$ cat config.mk
export PLATFORM = sky130hd
export DESIGN_NAME = ifetch_unit
export DESIGN_NICKNAME = d
export VERILOG_FILES = /design/src/rtl/ifetch_unit.sv
export SDC_FILE = /design/constraint.sdc
export NUM_CORES = 1
export LEC_CHECK = 0
export ABC_AREA = 1
export BUFFER_PORTS_ARGS = -buffer_cell sky130_fd_sc_hd__buf_2
export CAP_MARGIN = 25
export CORE_ASPECT_RATIO = 1.75
export CORE_UTILIZATION = 55
export DETAILED_ROUTE_END_ITERATION = 8
export PLACE_DENSITY = 0.79
export SLEW_MARGIN = 20
export SYNTH_ARGS = -nofsm -noshare
export SYNTH_HDL_FRONTEND = slang
export SYNTH_SLANG_ARGS = --single-unit
$ cat constraint.sdc
create_clock -name clk -period 3.35 [get_ports clk]
set_input_delay 0.67 -clock clk [delete_from_list [all_inputs] [get_ports clk]]
set_output_delay 0.67 -clock clk [all_outputs]
set_load 0.05 [all_outputs]
$ cat src/rtl/ifetch_unit.sv
// RV32 instruction fetch: owns the fetch PC, issues one word request at a time,
// buffers {pc, word} in a small FIFO for decode and squashes wrong-path state on redirect.
module ifetch_unit #(
    parameter logic [31:0] RESET_PC   = 32'h0000_0000,
    parameter int          FIFO_DEPTH = 2
) (
    input  logic        clk,
    input  logic        rst_n,
    output logic        imem_req_valid,
    input  logic        imem_req_ready,
    output logic [31:0] imem_req_addr,
    input  logic        imem_rsp_valid,
    input  logic [31:0] imem_rsp_data,
    input  logic        redirect_valid,
    input  logic [31:0] redirect_pc,
    output logic        misalign_err,
    output logic        instr_valid,
    input  logic        instr_ready,
    output logic [31:0] instr,
    output logic [31:0] instr_pc
);

    localparam int PW = (FIFO_DEPTH > 1) ? $clog2(FIFO_DEPTH) : 1;
    localparam int CW = PW + 1;
    localparam logic [CW-1:0] DEPTH_C = CW'(FIFO_DEPTH);
    localparam logic [31:0]   NOP     = 32'h0000_0013;

    localparam logic [1:0] S_IDLE = 2'd0;
    localparam logic [1:0] S_REQ  = 2'd1;
    localparam logic [1:0] S_WAIT = 2'd2;

    if (FIFO_DEPTH < 2 || (FIFO_DEPTH & (FIFO_DEPTH - 1)) != 0) begin : g_bad_depth
        $error("ifetch_unit: FIFO_DEPTH must be a power of two and at least 2");
    end

    typedef struct packed {
        logic [31:0] pc;
        logic [31:0] data;
    } entry_t;

    entry_t          fifo_q [FIFO_DEPTH];
    logic [1:0]      state_q, state_d;
    logic [31:0]     fetch_pc_q, fetch_pc_d;
    logic [31:0]     req_addr_q, req_addr_d;
    logic            stale_q, stale_d;
    logic [PW-1:0]   rd_ptr_q, rd_ptr_d;
    logic [PW-1:0]   wr_ptr_q, wr_ptr_d;
    logic [CW-1:0]   cnt_q, cnt_d;
    logic            misalign_q;

    logic            fire_req;
    logic            rsp_take;
    logic            push;
    logic            pop;
    logic            fifo_nempty;
    logic            has_space;
    logic [31:0]     redirect_aligned;

    assign fifo_nempty      = (cnt_q != '0);
    assign redirect_aligned = {redirect_pc[31:2], 2'b00};

    always_comb begin
        fire_req = (state_q == S_REQ) && imem_req_ready;
        rsp_take = (state_q == S_WAIT) && imem_rsp_valid;
        // A response racing a redirect, or answering a squashed request, never enters the FIFO.
        push     = rsp_take && !stale_q && !redirect_valid;
        pop      = fifo_nempty && instr_ready && !redirect_valid;

        rd_ptr_d = rd_ptr_q + PW'(pop);
        wr_ptr_d = wr_ptr_q + PW'(push);
        cnt_d    = cnt_q + CW'(push) - CW'(pop);
        if (redirect_valid) begin
            rd_ptr_d = '0;
            wr_ptr_d = '0;
            cnt_d    = '0;
        end
        has_space = (cnt_d < DEPTH_C);

        // A squashed request completing its handshake must not advance the PC.
        fetch_pc_d = fetch_pc_q;
        if (fire_req && !stale_q)
            fetch_pc_d = req_addr_q + 32'd4;
        if (redirect_valid)
            fetch_pc_d = redirect_aligned;

        state_d    = state_q;
        req_addr_d = req_addr_q;
        stale_d    = stale_q;
        case (state_q)
            S_IDLE: begin
                if (has_space) begin
                    state_d    = S_REQ;
                    req_addr_d = fetch_pc_d;
                end
            end
            S_REQ: begin
                if (fire_req)
                    state_d = S_WAIT;
            end
            S_WAIT: begin
                if (rsp_take) begin
                    stale_d = 1'b0;
                    if (has_space) begin
                        state_d    = S_REQ;
                        req_addr_d = fetch_pc_d;
                    end else begin
                        state_d    = S_IDLE;
                    end
                end
            end
            default: begin
                state_d = S_IDLE;
            end
        endcase

        // Squash whatever is presented or in flight; an arriving response is already dropped above.
        if (redirect_valid && ((state_q == S_REQ) || (state_q == S_WAIT && !imem_rsp_valid)))
            stale_d = 1'b1;
    end

    always_ff @(posedge clk or negedge rst_n) begin
        if (!rst_n) begin
            state_q    <= S_IDLE;
            fetch_pc_q <= RESET_PC;
            req_addr_q <= RESET_PC;
            stale_q    <= 1'b0;
            rd_ptr_q   <= '0;
            wr_ptr_q   <= '0;
            cnt_q      <= '0;
            misalign_q <= 1'b0;
        end else begin
            state_q    <= state_d;
            fetch_pc_q <= fetch_pc_d;
            req_addr_q <= req_addr_d;
            stale_q    <= stale_d;
            rd_ptr_q   <= rd_ptr_d;
            wr_ptr_q   <= wr_ptr_d;
            cnt_q      <= cnt_d;
            misalign_q <= redirect_valid && (redirect_pc[1:0] != 2'b00);
        end
    end

    // Storage is not reset; outputs are masked by the occupancy count instead.
    always_ff @(posedge clk) begin
        if (push)
            fifo_q[wr_ptr_q] <= '{pc: req_addr_q, data: imem_rsp_data};
    end

    assign imem_req_valid = (state_q == S_REQ);
    assign imem_req_addr  = req_addr_q;
    assign misalign_err   = misalign_q;
    assign instr_valid    = fifo_nempty;
    assign instr          = fifo_nempty ? fifo_q[rd_ptr_q].data : NOP;
    assign instr_pc       = fifo_nempty ? fifo_q[rd_ptr_q].pc   : RESET_PC;

endmodule
Word level (Yosys, flattened, before mapping)
Memory sizes are Yosys's and may differ from the RTL's.
Cells that the tools add are included.
{"block": "word_totals", "register_bits": 72, "ramBits": 128, "inputBits": 70, "output_inout_bits": 99, "wordCells": 63, "mem_count": 1}
{"memory": "fifo_q", "words": 2, "word_bits": 64, "rd": 1, "rd_clocked_by_memory_dff": 0, "write_ports": 1, "line": "41", "source": "entry_t fifo_q [FIFO_DEPTH];"}
{"block": "op_classes", "addsub": 5, "magnitude_cmp": 1, "n_eq_ne": 5, "n_mux": 20, "reduce_logical": 23}
{"operator": "32-bit two-way mux", "count": 6}
{"operator": "32-bit case mux with 2 select lines", "count": 1}
{"operator": "32-bit by 3-bit adder with 32-bit output (second input constant)", "count": 1}
{"operator": "1-bit logical AND", "count": 10}
{"operator": "2-bit nonzero test", "count": 5}
{"operator": "1-bit two-way mux", "count": 8}
{"operator": "2-bit two-way mux", "count": 4}
{"operator": "2-bit case mux with 3 select lines", "count": 1}
{"operator": "2-bit inequality test (second input constant)", "count": 2}
{"operator": "2-bit AND reduction", "count": 2}
{"operator": "1-bit zero test", "count": 3}
{"operator": "3-bit AND reduction", "count": 1}
{"operator": "1-bit adder", "count": 2}
{"operator": "2-bit by 1-bit adder with 2-bit output", "count": 1}
{"operator": "2-bit by 1-bit equality test with 1-bit output (second input constant)", "count": 1}
{"operator": "2-bit equality test (second input constant)", "count": 1}
{"operator": "2-bit zero test", "count": 1}
{"operator": "2-bit less-than comparator (second input constant)", "count": 1}
{"operator": "2-bit by 1-bit inequality test with 1-bit output (second input constant)", "count": 1}
{"operator": "2-bit by 1-bit subtractor with 2-bit output", "count": 1}
{"operator": "1-bit logical OR", "count": 1}

Logic depth before layout (Yosys ltp)
Gate-level depths: netlist (run 1).
{"block": "logic_depth", "depth_word": 11, "ltp_mapped": 15, "depth_no_buf": 14}

Worst setup path after synthesis (run 1)
Ideal clock, no wire load.
{"block": "synth_timing", "path_type": "input to register", "start": "in redirect_valid", "end": "mem fifo_q[1][0] in the netlist's numbering (enable)", "setup_time_ps": 429, "t_arrival_ps": 2826, "t_required_ps": 2921, "setup_slack_ps": 95, "cell_stages": 5, "path_buffers": 1, "path_cell_list": "inv_1 clkbuf_1 nand3_1 inv_1 ha_1"}
{"block": "synth_via", "elab_chain_cells": 4}
{"element": "start: declaration", "line": "14", "source": "input logic redirect_valid,"}
{"element": "1-bit zero test", "line": "66", "source": "push = rsp_take && !stale_q && !redirect_valid;"}
{"element": "1-bit logical AND", "line": "66"}
{"element": "1-bit two-way mux", "line": "145", "source": "if (push)"}
{"element": "1-bit two-way mux (implied by the code)", "line": "146", "source": "fifo_q[wr_ptr_q] <= '{pc: req_addr_q, data: imem_rsp_data};"}
{"element": "end: declaration", "line": "41"}
Every way passes these cells.

Worst setup path after layout (run 1)
{"block": "layout_timing", "start": "reg rd_ptr_q", "end": "out instr[27]"}
{"block": "layout_via", "elab_chain_cells": 2}
{"element": "start: declaration", "line": "46", "source": "logic [PW-1:0] rd_ptr_q, rd_ptr_d;"}
{"element": "start signal: assignment", "line": "136", "source": "rd_ptr_q <= rd_ptr_d;"}
{"element": "memory 2 x 64 bit"}
{"element": "32-bit two-way mux", "line": "153", "source": "assign instr = fifo_nempty ? fifo_q[rd_ptr_q].data : NOP;"}
{"element": "end: declaration", "line": "19", "source": "output logic [31:0] instr,"}
Every way passes these cells.

==> impl_metrics.toml, run 1 <==
[layout]
layout.cells.non_filler = 1261
final_cell_area_um2 = 10420
syn2layout_area_growth_pct = 18.80
layout_commonest_cell = "sky130_fd_sc_hd__nand2_1"
num_antenna_cells = 0
layout-drive-gt1-share = 0.2391
mostFrequentLayoutCells = "344 x sky130_fd_sc_hd__nand2_1, 168 x sky130_fd_sc_hd__buf_2, 128 x sky130_fd_sc_hd__edfxtp_1"
layout.nets = 1137

[floorplan]
die-area_um2 = 16470
core.rowCount = 60
initial_utilization = 0.5671
die_h_um = 169.0
core_area_um2 = 15460
dieWidth_um = 97.46
pin_count = 169

[worst_setup_path]
worstPathBufferInverterCount = 3
cp.arrival_ps = 2100
crit_path_end_kind = "output port"
cpMaxStageDelayCell = "sky130_fd_sc_hd__inv_2"
critical_path_launch_point_type = "register"
timing.critical_path.max_delay_family = "buffers and inverters"
worst-setup-path-type = "reg2out"
path_max_fanout = 38
worst_ep_required_time_ps = 2680
path_cells = "inv_2 -> buf_12 -> nand2_1 -> a21oi_1 -> buf_2"
crit_path_max_incr_delay_ps = 490

[synth]
synth.mux.area_fraction = 0
main_synth_ff_type = "sky130_fd_sc_hd__edfxtp_1"
synth_fp_nets = 974
async_reset_ff_frac = 0.3600
yosysSeqAreaShare = 0.6437
synth.ff_latch_count = 200
yosys.area_share.xor_xnor = 0.007990
synth_edf_count = 128
synth_adder_area_share = 0.007134
synth.largest_area_cell = "sky130_fd_sc_hd__edfxtp_1"
synthSimpleGateAreaFrac = 0.2294
ys_types = 30
synth_cells = 899
syn-cell-area_um2 = 8770
netlist.area_leader.share = 0.4383
syn_area_per_cell_um2 = 9.755
synth_top_cells_by_area = "sky130_fd_sc_hd__edfxtp_1 44%, sky130_fd_sc_hd__dfrtp_1 21%, sky130_fd_sc_hd__nand2_1 15%"
synth-compound-area-share = 0.07119
synth-warning-count = 0
synth_top_family_by_area = "simple AND/OR/NAND/NOR gates"

[sta]
slew_at_the_pin_closest_to_its_max_slew_limit_ps = 679.7
max_freq_mhz = 361.3
timing.slew.headroom = 0.5462
finalClockSkew_ps = 11.40
rsz0062_at_grt = "no"
setup_tns_ps = 0
layout_setup_ws_ps = 582.0
fin_crit_ps = 2768
timing.final.hold_violations = 0
final.period_utilization = 0.8263
setup_violations = 0
pins_over_their_slew_limit = 0

[route]
drt_wl_total_um = 19400
number_of_detailed_route_iterations_in_the_first_pass = 5
final_antenna_net_count = 0
detail_route.iter0.violations = 291
via_per_inst = 5.247
num_vias = 6617
drc_errors = 0
wl_per_cell_um = 15.39

[clock_tree]
cts-root-to-sink-buffers = 2
htree_num_levels = 4
cts-hold-fix-buffers = 0
cts_setup_buffers = 0
clock_transition_at_path_regs_ps = 70
cts_inserted_buffers = 17
tritoncts = "built"
clk_latency_ps = 420
cts-root-buf = "sky130_fd_sc_hd__clkbuf_16"
post_cts.resized_instances = 0
cts_num_sinks = 200

[power]
total_leakage_power_uw = 0.004603
pwr_density_cell_nw_per_um2 = 720.8
peakVddDrop_v = 0.0006637

[place]
detailed_place.area_um2 = 9824
port_buffers = 168
dp_cells = 1228
place_worst_setup_slack_ps = 594.2
dp.final_hpwl_um = 13200
gp_congestion = 0.8484

[global_route]
grt_antenna_before_repair = 0
grt_max_degree = 65
global_route_wire_length_before_repair_um = 31170
global_route.overflow_total = 0
track_usage = 0.2424
grt_pass1_vias = 6376

[status]
result_of_the_run = "complete, no violations"

[worst_hold_path]
hold_path_class = "in2async"

[job]
drv.max_cap_violation_count = 0
[cell usage after synthesis (2+ instances only)]
cell type,instances
sky130_fd_sc_hd__a21boi_0,3
sky130_fd_sc_hd__nand2_2,6
sky130_fd_sc_hd__a21boi_1,5
sky130_fd_sc_hd__inv_1,42
sky130_fd_sc_hd__nand2_1,344
sky130_fd_sc_hd__buf_1,11
sky130_fd_sc_hd__buf_4,2
sky130_fd_sc_hd__xnor2_1,4
sky130_fd_sc_hd__nand3_1,47
sky130_fd_sc_hd__a21oi_1,79
sky130_fd_sc_hd__o21a_1,3
sky130_fd_sc_hd__clkbuf_1,16
sky130_fd_sc_hd__buf_6,3
sky130_fd_sc_hd__a21oi_2,5
sky130_fd_sc_hd__o21ai_0,9
sky130_fd_sc_hd__nor2_4,7
sky130_fd_sc_hd__inv_2,3
sky130_fd_sc_hd__dfrtp_1,72
sky130_fd_sc_hd__buf_2,6
sky130_fd_sc_hd__nor2_1,68
sky130_fd_sc_hd__o21ai_1,9
sky130_fd_sc_hd__xor2_1,4
sky130_fd_sc_hd__nor2_2,5
sky130_fd_sc_hd__or2_2,9
sky130_fd_sc_hd__edfxtp_1,128
sky130_fd_sc_hd__ha_1,5
[metal layers]
| layer | global-route usage | share of wire | wire length [um] | up-vias |
|---|---|---|---|---|
| met1 | 0.2811 | 0.38 | 7343 | 3083 |
| met3 | 0.04129 | 0.053 | 1027 | 41 |
| li1 | - | - | - | 3269 |
| met5 | 0 | 0 | 0 | - |
| met2 | 0.4390 | 0.54 | 10540 | 224 |
| met4 | 0.1036 | 0.025 | 491 | 0 |
[layout make-up]
class / count / area, um^2
Inverter: 46 / 175.2
Sequential cell: 200 / 5647
Multi-Input combinational cell: 615 / 2781
Fill cell: 1195 / 5046
Clock inverter: 14 / 135.1
Tap cell: 186 / 232.7
Timing Repair Buffer: 182 / 1008
Clock buffer: 18 / 439.2
[power by group]
group,leakage [uW],internal (uW),total (uW),switching [uW]
Clock,0.000285,1010,1960,951
Combinational,0.00229,514,2080,1560
Sequential,0.00203,3010,3480,469
[path summary, 6_finish.rpt]
kind                              startpoint  cells after the start  slack, ps                end
max                                 rd_ptr_q                      5        580          instr[27]
min                                    rst_n                      1        140      fetch_pc_q[9]
max reg2reg                         cnt_q[1]                     14        800  imem_req_addr[16]
min reg2reg                 imem_req_addr[1]                      0        530      fifo_q[0][33]
max in group asynchronous              rst_n                      3       2450     fetch_pc_q[25]
min in group clk           imem_rsp_data[20]                      1        430      fifo_q[1][20]
[logic make-up (layout without fill, tap and decap cells)]
family | count (synthesis) | in the layout
buf+inv | 84 | 260
fa+ha+maj | 5 | 5
flops | 200 | 200
compound gates | 114 | 114
xor+xnor | 8 | 8
simple gates | 488 | 488
[state kept, by name, summed over array words and instances, names as in the netlist]
| register | flops |
|---|---|
| fetch_pc_q | 32 |
| misalign_err | 1 |
| wr_ptr_q | 1 |
| rd_ptr_q | 1 |
| stale_q | 1 |
| imem_req_addr | 32 |
| state_q | 2 |
| fifo_q | 128 |
| cnt_q | 2 |
[through the flow]
step           utilization  hold slack [ps]  power [uW]
2_1_floorplan            -            374.4        4973
3_3_place_gp        0.6353            486.4        5540
3_5_place_dp        0.6353            507.0        5587
4_1_cts             0.6724            392.4        7538
5_1_grt             0.6737            140.0        7851
6_report            0.6737            139.4        7510
(Power assumes the default switching activity.)
==> inputs of run 2 (changes only) <==
--- a/config.mk
+++ b/config.mk
@@ -9,9 +9,9 @@
 export BUFFER_PORTS_ARGS = -buffer_cell sky130_fd_sc_hd__buf_2
 export CAP_MARGIN = 25
 export CORE_ASPECT_RATIO = 1.75
-export CORE_UTILIZATION = 55
+export CORE_UTILIZATION = 50
 export DETAILED_ROUTE_END_ITERATION = 8
-export PLACE_DENSITY = 0.79
+export PLACE_DENSITY = 0.76
 export SLEW_MARGIN = 20
 export SYNTH_ARGS = -nofsm -noshare
 export SYNTH_HDL_FRONTEND = slang
==> constraint.sdc (replaced) <==
create_clock -name clk -period 2.3 [get_ports clk]
set_input_delay 0.46 -clock clk [delete_from_list [all_inputs] [get_ports clk]]
set_output_delay 0.46 -clock clk [all_outputs]
set_load 0.05 [all_outputs]
==> run 2 against run 1 <==
  * Sequential power increased by 45%
  * Critical path type unchanged
  * Routed wire length increased by 5.5%
  * Register-to-register slack got worse by 650 ps
  * Setup slack got worse by 500 ps
==> impl_metrics.toml, run 2 (synthesis gave the netlist of run 1 again) <==
[status]
result_of_the_run = "complete, no violations"

[clock_tree]
tritoncts = "built"
htree_num_levels = 4
clock_transition_at_path_regs_ps = 80
cts-root-buf = "sky130_fd_sc_hd__clkbuf_16"
cts-root-to-sink-buffers = 2
clk_latency_ps = 430
cts_num_sinks = 200
cts_inserted_buffers = 17

[worst_hold_path]
hold_path_class = "in2reg"
beginning_of_the_worst_hold_path = "imem_rsp_data[31]"
timing.hold.worst_endpoint = "fifo_q[0][31]"
worstHoldPathCells = 1

[layout]
layout-drive-gt1-share = 0.2470
filler_cell_count = 1418
syn2layout_area_growth_pct = 20.69
largest_register_ffs = 128
layout.area.seq_um2 = 5647
layout.nets = 1147
final_cell_area_um2 = 10580
multi_input_area_um2 = 2789
layout_commonest_cell = "sky130_fd_sc_hd__nand2_1"
mostFrequentLayoutCells = "343 x sky130_fd_sc_hd__nand2_1, 168 x sky130_fd_sc_hd__buf_2, 128 x sky130_fd_sc_hd__edfxtp_1"
layout.cells.non_filler = 1313
max_flop_register = "fifo_q"

[job]
drv.max_cap_violation_count = 0

[worst_setup_path]
crit_path_max_incr_delay_ps = 410
reg2reg_to = "imem_req_addr[15]"
crit_path_end_kind = "output port"
worst-setup-path-type = "reg2out"
path_cells = "nor2_4 -> buf_8 -> a21oi_1 -> buf_2"
cp.arrival_ps = 1760
timing.reg2reg.worst_path_depth = 15
critical_path_launch_point_type = "register"
path_max_fanout = 61
worst-r2r-setup-slack_ps = 150
crit_path_start = "cnt_q[0]"
timing.critical_path.max_delay_family = "buffers and inverters"
crit-reg2reg-launch = "cnt_q[0]"
worst_ep_required_time_ps = 1840
cpMaxStageDelayCell = "sky130_fd_sc_hd__dfrtp_1"
worstPathBufferInverterCount = 2

[global_route]
grt_antenna_before_repair = 1
grt_pass1_vias = 6596
global_route_wire_length_before_repair_um = 32000
global_route.overflow_total = 0
track_usage = 0.2332
grt_max_degree = 65

[sta]
max_freq_mhz = 450.0
setup_violations = 0
fin_crit_ps = 2222
timing.slew.headroom = 0.6747
pins_over_their_slew_limit = 0
slew_at_the_pin_closest_to_its_max_slew_limit_ps = 487.9
final.period_utilization = 0.9663
rsz0062_at_grt = "yes"
timing.final.hold_violations = 0
hold_ws_ps = 221.2
finalClockSkew_ps = 13.98

[power]
total_leakage_power_uw = 0.004656
peakVddDrop_v = 0.0006776
pwr_density_cell_nw_per_um2 = 1051

[route]
drc_errors = 0
number_of_detailed_route_iterations_in_the_first_pass = 5
wl_per_cell_um = 15.60
final_antenna_net_count = 0
detail_route.iter0.violations = 430
via_per_inst = 5.178
drt_wl_total_um = 20480
num_vias = 6799

[floorplan]
initial_utilization = 0.5151
core_area_um2 = 17030
pin_count = 169
die_h_um = 177.2
die-area_um2 = 18090
core.rowCount = 63
dieWidth_um = 102.1

[place]
port_buffers = 168
gp_congestion = 0.8776
detailed_place.area_um2 = 9973
dp_cells = 1277
dp.final_hpwl_um = 14000
-- run 2: changes by cell type in the layout (fill, tap and decap cells not counted), sizes merged --
cell | before | now
diode | 0 | 1
clkinv | 8 | 4
inv | 52 | 55
clkinvlp | 0 | 1
buf | 182 | 191
dlygate4sd3 | 0 | 1
-- run 2: through the flow --
stage	worst slack [ps]	power (uW)	util	TNS (ps)
after CTS	20.77	11160	0.6199	0
final	77.60	11130	0.6216	0
after global routing	-24.13	11640	0.6215	-88.14
after detailed placement	114.3	8341	0.5858	0
after global placement	187.3	8248	0.5858	0
after floorplan	12.71	7244	-	0
-- run 2: worst reg2reg max path, cell delays in order, from the launching register on --
cell and delay, ps:
sky130_fd_sc_hd__dfrtp_1 410, sky130_fd_sc_hd__nor2_4 160, sky130_fd_sc_hd__inv_2 100, sky130_fd_sc_hd__nand2_2 90
sky130_fd_sc_hd__nor2_1 50, sky130_fd_sc_hd__ha_1 260, sky130_fd_sc_hd__inv_1 40, sky130_fd_sc_hd__ha_1 180
sky130_fd_sc_hd__inv_1 60, sky130_fd_sc_hd__nand2_1 40, sky130_fd_sc_hd__nand3_1 130, sky130_fd_sc_hd__nand3_2 110
sky130_fd_sc_hd__inv_2 120, sky130_fd_sc_hd__buf_12 160, sky130_fd_sc_hd__nand3_1 90, sky130_fd_sc_hd__nand2_1 70
-- run 2: cell type report --
class,instances,area share
timing repair buffer,192,0.1064
clock buffer,18,0.04055
inverter,46,0.01655
sequential,200,0.5335
multi-input combinational,615,0.2635
clock inverter,14,0.01241
antenna,1,0.0002364
tap,227,0.02684
-- run 2: timing repair --
action,4_1_cts,5_1_grt
pin swaps,0,2
hold buffers,1,0
endpoints found under the hold margin,13,0
endpoints found under the setup margin,61,52
setup buffers,0,2
gates resized for setup,3,3
-- run 2: per-layer routing --
metal,vias up,share of wire,track usage,wire (um)
met4,0,0.034,0.1208,703
met2,245,0.53,0.4130,10930
li1,3305,-,-,-
met3,45,0.057,0.04147,1161
met1,3204,0.38,0.2626,7685
met5,-,0,0,0
-- run 2: power by group --
| group | switching [uW] | total, uW | internal, uW |
|---|---|---|---|
| clock network | 1390 | 2830 | 1440 |
| registers | 653 | 5030 | 4380 |
| logic | 2380 | 3260 | 883 |
-- run 2: worst max-delay path by stage --
stage	end	slack, ps	cells past startpoint
6_report	instr_pc[25]	80	4
5_1_grt	imem_req_addr[16]	-20	15
4_1_cts	instr[27]	20	5
3_5_place_dp	imem_req_addr[18]	110	15
3_3_place_gp	state_q[0]	190	13
2_1_floorplan	imem_req_addr[14]	10	15
==> inputs of run 3 (changes only) <==
--- a/config.mk
+++ b/config.mk
@@ -9,9 +9,10 @@
 export BUFFER_PORTS_ARGS = -buffer_cell sky130_fd_sc_hd__buf_2
 export CAP_MARGIN = 25
 export CORE_ASPECT_RATIO = 1.75
-export CORE_UTILIZATION = 50
+export CORE_UTILIZATION = 52
+export CTS_BUF_LIST = sky130_fd_sc_hd__clkbuf_4 sky130_fd_sc_hd__clkbuf_8
 export DETAILED_ROUTE_END_ITERATION = 8
-export PLACE_DENSITY = 0.76
+export PLACE_DENSITY = 0.79
 export SLEW_MARGIN = 20
 export SYNTH_ARGS = -nofsm -noshare
 export SYNTH_HDL_FRONTEND = slang
==> run 3 against run 2 <==
  * Sequential power is essentially flat
  * Final area decreased by 0.53%
  * Setup slack lost 2.4 ps
  * Global-route usage rose by 0.59 points
  * Flip-flop and latch count unchanged
  * Clock power is 18% lower
  * Largest cell class unchanged
  * Maximum frequency decreased by 0.11%
  * Combinational power is essentially flat
  * Die area fell by 3.8%
  * Highest routed layer unchanged
==> impl_metrics.toml, run 3 (synthesis gave the netlist of run 1 again) <==
[status]
result_of_the_run = "complete, no violations"

[route]
via_per_inst = 5.147
detail_route.iter0.violations = 445
num_vias = 6748
drc_errors = 0
number_of_detailed_route_iterations_in_the_first_pass = 5
final_antenna_net_count = 0
wl_per_cell_um = 14.99
drt_wl_total_um = 19650

[clock_tree]
cts-root-buf = "sky130_fd_sc_hd__clkbuf_8"
cts-root-to-sink-buffers = 2
htree_num_levels = 4
tritoncts = "built"
cts_inserted_buffers = 17
clock_transition_at_path_regs_ps = 110
clk_latency_ps = 470
cts_num_sinks = 200

[sta]
finalClockSkew_ps = 25.77
timing.slew.headroom = 0.6615
rsz0062_at_grt = "yes"
slew_at_the_pin_closest_to_its_max_slew_limit_ps = 507.8
pins_over_their_slew_limit = 0
setup_violations = 0
timing.final.hold_violations = 0
fin_crit_ps = 2225
max_freq_mhz = 449.5
final.period_utilization = 0.9673
layout_setup_ws_ps = 75.23

[floorplan]
initial_utilization = 0.5332
core.rowCount = 62
pin_count = 169
die_h_um = 173.8
die-area_um2 = 17410
core_area_um2 = 16450
dieWidth_um = 100.2

[global_route]
track_usage = 0.2391
grt_antenna_before_repair = 1
grt_pass1_vias = 6461
grt_max_degree = 62
global_route.overflow_total = 0
global_route_wire_length_before_repair_um = 31800

[power]
pwr_density_cell_nw_per_um2 = 1007
peakVddDrop_v = 0.0006512
report.power.total_uw = 10600
total_leakage_power_uw = 0.004603

[layout]
layout-drive-gt1-share = 0.2505
filler_cell_count = 1342
mostFrequentLayoutCells = "343 x sky130_fd_sc_hd__nand2_1, 149 x sky130_fd_sc_hd__buf_2, 128 x sky130_fd_sc_hd__edfxtp_1"
layout.area.seq_um2 = 5647
multi_input_area_um2 = 2796
layout_commonest_cell = "sky130_fd_sc_hd__nand2_1"
layout.nets = 1148
largest_register_ffs = 128
postLayoutCoreUtil = 0.6401
max_flop_register = "fifo_q"
syn2layout_area_growth_pct = 20.05

[worst_hold_path]
hold_path_class = "in2reg"

[worst_setup_path]
crit_path_max_incr_delay_ps = 420
cp.arrival_ps = 1760
path_max_fanout = 61
worst_ep_required_time_ps = 1840
crit_path_end_kind = "output port"
cpMaxStageDelayCell = "sky130_fd_sc_hd__dfrtp_1"
worst-setup-path-type = "reg2out"
critical_path_launch_point_type = "register"
path_cells = "nor2_4 -> buf_8 -> a21oi_1 -> buf_4"

[place]
place_worst_setup_slack_ps = 89.97
gp_congestion = 0.8608
dp.final_hpwl_um = 13740
port_buffers = 168

[job]
drv.max_cap_violation_count = 0
run 3: cell count changes in the layout (fill, tap and decap cells not counted), sizes merged:
cell,change
inv,-4
bufinv,+3
clkbuf,+15
buf,-12
clkinvlp,-1
run 3: area by class of cell:
class | count | share of cell area
multi-input cells | 615 | 0.2656
diodes | 1 | 0.0002377
inverters | 46 | 0.01688
clock inverters | 12 | 0.01545
flip-flops and latches | 200 | 0.5364
well taps | 224 | 0.02662
clock buffers | 20 | 0.02436
repair buffers | 193 | 0.1145
run 3: per-stage QoR:
stage	setup TNS (ps)	hold slack [ps]	instance area, um^2	cells
finish	0	190.8	10530	1311
global route	-89.96	151.5	10530	1311
CTS	0	160.4	10430	1308
detailed placement	0	458.3	9990	1275
global placement	0	450.5	9990	1275
floorplan	0	164.4	8780	899
run 3: metal layers:
metal,track usage,share of wire
met1,0.2757,0.37
met2,0.4221,0.53
met3,0.04355,0.060
met4,0.1135,0.032
met5,0,0
run 3: power breakdown:
part           switching, uW  leakage, uW  internal, uW
Sequential               635      0.00203          4380
Clock                   1190     0.000217          1130
Combinational           2360      0.00236           899
run 3: final timing paths:
| path | depth (start not counted) | startpoint | to | slack [ps] |
|---|---|---|---|---|
| worst max-delay path | 4 | cnt_q[1] | instr_pc[7] | 80 |
| worst min-delay path | 2 | imem_req_ready | state_q[0] | 190 |
| worst max register to register | 15 | state_q[0] | imem_req_addr[6] | 130 |
| worst min register to register | 0 | imem_req_addr[1] | fifo_q[1][33] | 520 |
| max in group asynchronous | 4 | rst_n | fetch_pc_q[20] | 1090 |
| min in group asynchronous | 2 | rst_n | imem_req_addr[9] | 480 |
run 3: repair_timing:
action	CTS	global route
endpoints found under the hold margin	20	0
hold buffers	1	0
gates resized for setup	4	34
pin swaps	0	1
setup endpoints to repair	61	70
buffers inserted	0	2
run 3: worst max-delay path: cells and delay by family, from the launching register on:
family                 cells  cell delay [ps]
buffers and inverters      2              570
AND/OR/NAND/NOR            1              150
flip-flops                 1              420
AO/OA/AOI/OAI              1              130
